### src/rtl/keypad_scan.sv
// keypad_scan: 4x3 matrix keypad scanner with press/release debounce
//   clk           : clock, all state updates on the rising edge
//   rst           : synchronous active-high reset
//   Row[3:0]      : row returns of the currently driven column, active-high
//   Col[2:0]      : one-hot column drive, active-high
//   Key_Valid     : one-cycle pulse per qualified press
//   Key_Code[3:0] : 3*row+col of the last qualified press, 4'hF when none
//   Key_Held      : high from qualified press until qualified release
module keypad_scan #(
    parameter int SCAN_DIV     = 16,
    parameter int DEBOUNCE_CNT = 8
) (
    input  logic       clk,
    input  logic       rst,
    input  logic [3:0] Row,
    output logic [2:0] Col,
    output logic       Key_Valid,
    output logic [3:0] Key_Code,
    output logic       Key_Held
);
    localparam int DW = $clog2(SCAN_DIV);
    localparam int CW = $clog2(DEBOUNCE_CNT + 1);

    typedef enum logic [1:0] {SCAN, DEBOUNCE, HELD, RELEASE} state_t;

    state_t        state, state_n;
    logic [DW-1:0] dwell, dwell_n;
    logic [CW-1:0] cnt, cnt_n;
    logic [1:0]    row_sel, row_sel_n;
    logic [2:0]    col_n;
    logic          valid_n, held_n;
    logic [3:0]    code_n;
    logic          hit, dwell_end, cnt_end;
    logic [1:0]    low_row, col_idx;

    // hit tracks only the captured row; other rows are ignored once a key is locked
    assign hit       = Row[row_sel];
    assign dwell_end = dwell == DW'(SCAN_DIV - 1);
    assign cnt_end   = cnt == CW'(DEBOUNCE_CNT - 1);
    assign low_row   = Row[0] ? 2'd0 : Row[1] ? 2'd1 : Row[2] ? 2'd2 : 2'd3;
    assign col_idx   = Col[2] ? 2'd2 : Col[1] ? 2'd1 : 2'd0;

    always_comb begin
        state_n   = state;
        dwell_n   = dwell;
        cnt_n     = cnt;
        row_sel_n = row_sel;
        col_n     = Col;
        valid_n   = 1'b0;
        code_n    = Key_Code;
        held_n    = Key_Held;
        case (state)
            SCAN:
                if (!dwell_end) begin
                    dwell_n = dwell + DW'(1);
                end else if (|Row) begin
                    state_n   = DEBOUNCE;
                    row_sel_n = low_row;
                    cnt_n     = '0;
                end else begin
                    col_n   = {Col[1:0], Col[2]};
                    dwell_n = '0;
                end
            DEBOUNCE:
                if (!hit) begin
                    state_n = SCAN;
                    dwell_n = '0;
                end else if (cnt_end) begin
                    state_n = HELD;
                    valid_n = 1'b1;
                    code_n  = {2'b00, row_sel} * 4'd3 + {2'b00, col_idx};
                    held_n  = 1'b1;
                end else begin
                    cnt_n = cnt + CW'(1);
                end
            HELD:
                if (!hit) begin
                    state_n = RELEASE;
                    cnt_n   = '0;
                end
            RELEASE:
                if (hit) begin
                    state_n = HELD;
                    cnt_n   = '0;
                end else if (cnt_end) begin
                    state_n = SCAN;
                    col_n   = {Col[1:0], Col[2]};
                    dwell_n = '0;
                    held_n  = 1'b0;
                end else begin
                    cnt_n = cnt + CW'(1);
                end
            default: state_n = SCAN;
        endcase
    end

    always_ff @(posedge clk) begin
        if (rst) begin
            state     <= SCAN;
            dwell     <= '0;
            cnt       <= '0;
            row_sel   <= 2'd0;
            Col       <= 3'b001;
            Key_Valid <= 1'b0;
            Key_Code  <= 4'hF;
            Key_Held  <= 1'b0;
        end else begin
            state     <= state_n;
            dwell     <= dwell_n;
            cnt       <= cnt_n;
            row_sel   <= row_sel_n;
            Col       <= col_n;
            Key_Valid <= valid_n;
            Key_Code  <= code_n;
            Key_Held  <= held_n;
        end
    end
endmodule
### config.mk
export PLATFORM = sky130hd
export DESIGN_NAME = keypad_scan
export DESIGN_NICKNAME = d
export VERILOG_FILES = /design/src/rtl/keypad_scan.sv
export SDC_FILE = /design/constraint.sdc
export NUM_CORES = 1
export LEC_CHECK = 0
export CELL_PAD_IN_SITES_DETAIL_PLACEMENT = 0
export CELL_PAD_IN_SITES_GLOBAL_PLACEMENT = 1
export CORE_ASPECT_RATIO = 1.75
export CORE_UTILIZATION = 36
export DETAILED_ROUTE_END_ITERATION = 16
export GPL_TIMING_DRIVEN = 1
export PLACE_DENSITY_LB_ADDON = 0.12
export SLEW_MARGIN = 30
export SYNTH_ARGS = -nofsm -noshare
export SYNTH_HDL_FRONTEND = slang
export SYNTH_SLANG_ARGS = --single-unit
### constraint.sdc
create_clock -name clk -period 2.1 [get_ports clk]
set_input_delay 0.315 -clock clk [delete_from_list [all_inputs] [get_ports clk]]
set_output_delay 0.315 -clock clk [all_outputs]
set_load 0.03 [all_outputs]
; ---- After elaboration in Yosys (flattened, before gate mapping)
; Cells that the tools add are included.
; Widths: inputs -> output; s select.
[totals]
regBits = 21
latchBits = 0
inputBits = 6
out_inout_bits = 9
romBits = 0
word_cells = 83
mem_count = 0
ram_bits = 0
[classes]
muxes = 38
shifts = 0
eq_ne = 17
n_div = 0
n_mul = 1
n_bitwise = 2
order_cmp = 1
n_reduce_logical = 13
n_addsub = 3
[op_table]
columns = cell, count
row1 = $mux 4, 10
row2 = $mux 2, 10
row3 = $reduce_and 5->1, 4
row4 = $ne 2x2->1 const B, 9
row5 = $pmux 4 s4, 1
row6 = $mux 3, 4
row7 = $pmux 4 s3, 1
row8 = $ne 3x3->1 const B, 3
row9 = $add 4x1->4 const B, 2
row10 = $mux 1, 8
row11 = $pmux 2 s4, 1
row12 = $pmux 3 s2, 1
row13 = $reduce_and 3->1, 2
row14 = $add 4x2->4, 1
row15 = $eq 2x2->1 const B, 2
row16 = $eq 4x3->1 const B, 1
row17 = $eq 4x4->1 const B, 1
row18 = $mul 2x2->4 const B, 1
row19 = $reduce_and 4->1, 1
row20 = $reduce_bool 2->1, 2
row21 = $reduce_or 4->1, 1
row22 = $lt 2x3->1 const B, 1
row23 = $reduce_bool 3->1, 1
row24 = $reduce_or 3->1, 1
row25 = other kinds (5), 6

; ---- Logic depth before layout (Yosys ltp)
[depth]
word_depth = 4
ltp_mapped = 8
depth_no_buf = 8

; ---- Worst setup path after synthesis
; OpenSTA, ideal clock, no wires.
[synth_path]
kind = reg-to-reg
start = register Col[2]
end = register Key_Code[2]
arrival_time_ns = 2.155
n_path_buf = 0
path_stages_with_launch = 9
setup_slack_ns = -0.175
setup_time_ns = 0.120
required_time_ns = 1.980
path_cell_list = dfxtp_1 -> inv_1 -> fa_1 -> inv_1 -> ha_1 -> fa_1 -> inv_1 -> nor2_1 -> a211o_1
[synth_via]
elab_chain_cells = 2
[synth_lines]
columns = item, line
row1 = from (decl), 16  ; output logic [2:0] Col,
row2 = from (signal assigned), 112  ; Col <= col_n;
row3 = $mux 2, 41  ; assign col_idx = Col[2] ? 2'd2 : Col[1] ? 2'd1 : 2'd0;
row4 = $add 4x2->4, 71  ; code_n = {2'b00, row_sel} * 4'd3 + {2'b00, col_idx};
row5 = to (signal assigned), 114  ; Key_Code <= code_n;
row6 = to (decl), 18  ; output logic [3:0] Key_Code,
; No other way between the ends.
; A chain may end at the register's enable or synchronous reset.

; ---- Worst setup path after layout
[layout_path]
start = register row_sel[1]
end = register Key_Code[2]
[layout_via]
elab_chain_cells = 3
elab_cells_between_ends = 5
cone_classes = 1 x add/sub / 1 x mul / 2 x mux / 1 x reduce/logical
[layout_lines]
columns = item, line
row1 = from (decl), 29  ; logic [1:0] row_sel, row_sel_n;
row2 = from (signal assigned), 111  ; row_sel <= row_sel_n;
row3 = branches (longest 3 deep; another with $mul 2x2->4), -
; Several ways; the timed one is not identified. The select of a mux whose other input is x is not followed.

==> metrics.cfg <==
[status]
status = finished clean

[critical_path]
slowest_delay_ps = 540
cp.buffers_inverters = 3
crit_chain = inv_2 -> fa_1 -> inv_2 -> ha_1 -> fa_1 -> inv_1 -> nor2_1 -> a211o_1
endpoint_kind = register
critPathKind = register to register
cp.required_ps = 2260
r2r_cells = 8
critPathMaxFanout = 2
critPathSlowestCell = fa_1
cp.arrival_ps = 2160
critical-path-top-delay-family = adder cells
startpoint_type = register
worst-path-stages = 8

[cts]
h-tree-depth = 1
cts-buffers-inserted = 3
cts.sinks = 21
postCtsSetupRepairBufs = 0
cts_buffer_depth = 2
clock_latency_ps = 260
clkTransAtPathRegs_ps = 80
cts_root_buf = clkbuf_8
cts_tree = done

[global_route]
grt_pass1_wl_um = 4440
track_usage_pct = 17.3
grt.overflow.total = 0
antenna_found_initial = 0
grt_max_degree = 15
grt_pass1_vias = 1007

[sta]
hold_viol = 0
rsz0062_at_grt = no
finalCritPeriodShare_pct = 95.3
fin_hold_ws_ps = 466
setup_viol = 0
relSlewSlack_pct = 68.2
setup_tns_ps = 0
fin_skew_ps = 3.22
fmax_ghz = 0.500
slew_viol_final = 0
period_needed_ps = 2000
worstMarginPinSlew_ps = 475
worst_slack_ps = 99.2

[logic_synthesis]
synth_xor_xnor_area_share_pct = 0.767
synthesis.nets = 147
synth_fa_ha_area_share_pct = 7.89
ys_seq_area_share_pct = 36.8
synth_compound_area_share_pct = 17.4
synth_seq_cells = 21
synth_area_per_cell_um2 = 8.46
synth.area.mux_share_pct = 6.46
synthesis.area_mm2 = 0.00114
synth_simple_gate_area_share_pct = 24.3
yosysWarnings = 0
synth_top_family_by_area = simple AND/OR/NAND/NOR gates
synth.distinct_cells = 39
synth_cells = 135

[route]
drc = 0
vias = 1035
antenna_left = 0
wirelength_um = 2570
avgViaCountPerCell = 5.07
drtPass1Iterations = 4
wire_per_inst_um = 12.6
drt_iter0_drc = 14

[floorplan]
rows = 26
start_util_pct = 38.6
fp.coreArea_mm2 = 0.00296
ios = 15
die_w_um = 44.6
die_h_um = 76.5
fp.dieArea_mm2 = 0.00341

[pwr]
leakage_uw = 0.000568
powerDensity_mw_per_mm2 = 502
irDropWorstVdd_uv = 336

[job]
max-cap-violations = 0

[placement]
placed_cell_area_mm2 = 0.00142
gp_congestion = 0.775
post-dp-hpwl_um = 2030
dp_cells = 200
numPortBuffers = 14
post-place-ws_ps = -98.0

[min_path]
hold_depth = 1
worst_hold_path_type = register to register

[finish]
final_nets = 175
fillers = 302
diodes = 0
instances_no_fill = 204
regArea_um2 = 427
synthToLayoutAreaGrowth_pct = 28.8
finalInstanceArea_mm2 = 0.00147
multi_input_area_um2 = 649
drive_above_1_share_pct = 17.3

## cells by family after synthesis
logic type,count (synthesis)
adder cells (fa/ha/maj),6
AND/OR/NAND/NOR,51
buffers and inverters,19
AO/OA/AOI/OAI,31
XOR/XNOR,1
multiplexers,6
flip-flops,21
## stage by stage
stage / utilization [%] / total power [uW]
2_1_floorplan: - / 451
4_1_cts: 49.6 / 752
3_5_place_dp: 48.1 / 481
3_3_place_gp: 48.1 / 480
6_report: 49.7 / 739
5_1_grt: 49.7 / 779
## state kept, by name (all words and copies together) (netlist names), named ones only
signal	cells
state	1
Col	3
Key_Held	1
Key_Valid	1
dwell	4
row_sel	2
Key_Code	4
cnt	4
## path summary, 6_finish.rpt
kind / startpoint / to / slack [ps]
max: row_sel[1]$_SDFFE_PP0P_ / Key_Code[2]$_SDFFE_PP1P_ / 100
min: Key_Code[1]$_SDFFE_PP1P_ / Key_Code[1]$_SDFFE_PP1P_ / 470
max reg2reg: row_sel[1]$_SDFFE_PP0P_ / Key_Code[2]$_SDFFE_PP1P_ / 100
min reg2reg: Key_Code[1]$_SDFFE_PP1P_ / Key_Code[1]$_SDFFE_PP1P_ / 470
## routing by layer
layer / vias up / track usage, % / wire, um
met2: 14 / 31.6 / 1500
met4: 0 / 6.36 / 35
met3: 4 / 2.13 / 54
met5: - / 0 / 0
met1: 491 / 19.2 / 976
li1: 526 / - / -
## power by group
| group | switching [uW] | internal, uW | leakage, uW |
|---|---|---|---|
| clock | 133 | 135 | 0.0000228 |
| sequential | 7.54 | 403 | 0.000172 |
| combinational | 28.6 | 31.7 | 0.000373 |
## placed cells by master, fill, tap and decap left out, types with 3 or more instances in the layout
master           instances
ha_1                     4
buf_4                   14
nand4_1                  5
nand2_1                  8
a21oi_1                 15
inv_1                   12
mux2i_1                  4
a211o_1                  5
clkdlybuf4s50_1         14
o21ai_0                  3
nand3_1                  3
dfxtp_1                 18
nor2_1                  17
clkbuf_8                 3
nor2b_1                  3
## area by class of cell
class	instances	share of cell area [%]
Clock buffer	4	3.06
Inverter	14	3.57
Sequential cell	21	29.0
Multi-Input combinational cell	95	44.1
Timing Repair Buffer	28	16.7
Tap cell	42	3.57
## synthesized netlist by cell type (all sizes together)
| library cell | n | area share (%) |
|---|---|---|
| nor2 | 17 | 5.6 |
| nor3b | 2 | 1.8 |
| mux2 | 1 | 0.99 |
| and3b | 1 | 0.77 |
| dfxtp | 21 | 37 |
| clkbuf | 3 | 0.99 |
| nand4 | 5 | 2.7 |
| or2 | 2 | 1.1 |
| a21boi | 1 | 0.66 |
| nor2b | 3 | 1.6 |
| a21o | 1 | 0.66 |
| o22ai | 1 | 1.1 |
| a211o | 5 | 3.8 |
| nand2 | 8 | 2.6 |
| buf | 2 | 0.77 |
| nand3 | 4 | 2.2 |
| a2bb2oi | 1 | 0.77 |
| xnor2 | 1 | 0.77 |
| and3 | 1 | 0.55 |
| mux2i | 4 | 3.5 |
| a2111oi | 1 | 0.77 |
| inv | 14 | 4.6 |
| nand3b | 2 | 1.3 |
| or3 | 1 | 0.55 |
| ha | 4 | 4.4 |
| a21oi | 15 | 6.6 |
| mux4 | 1 | 2.0 |
| nor3 | 2 | 0.88 |
| or4 | 1 | 0.99 |
| nor4b | 1 | 0.77 |
| a22oi | 1 | 0.66 |
| and4b | 1 | 0.88 |
| fa | 2 | 3.5 |
| o21ai | 3 | 1.3 |
| a31oi | 2 | 1.1 |
## timing repair
| item | in CTS | in global routing |
|---|---|---|
| resized for setup | 0 | 4 |
| setup endpoints to repair | 0 | 1 |
| hold buffers | 0 | 0 |
No activity file was read; power rests on OpenSTA's default activity.
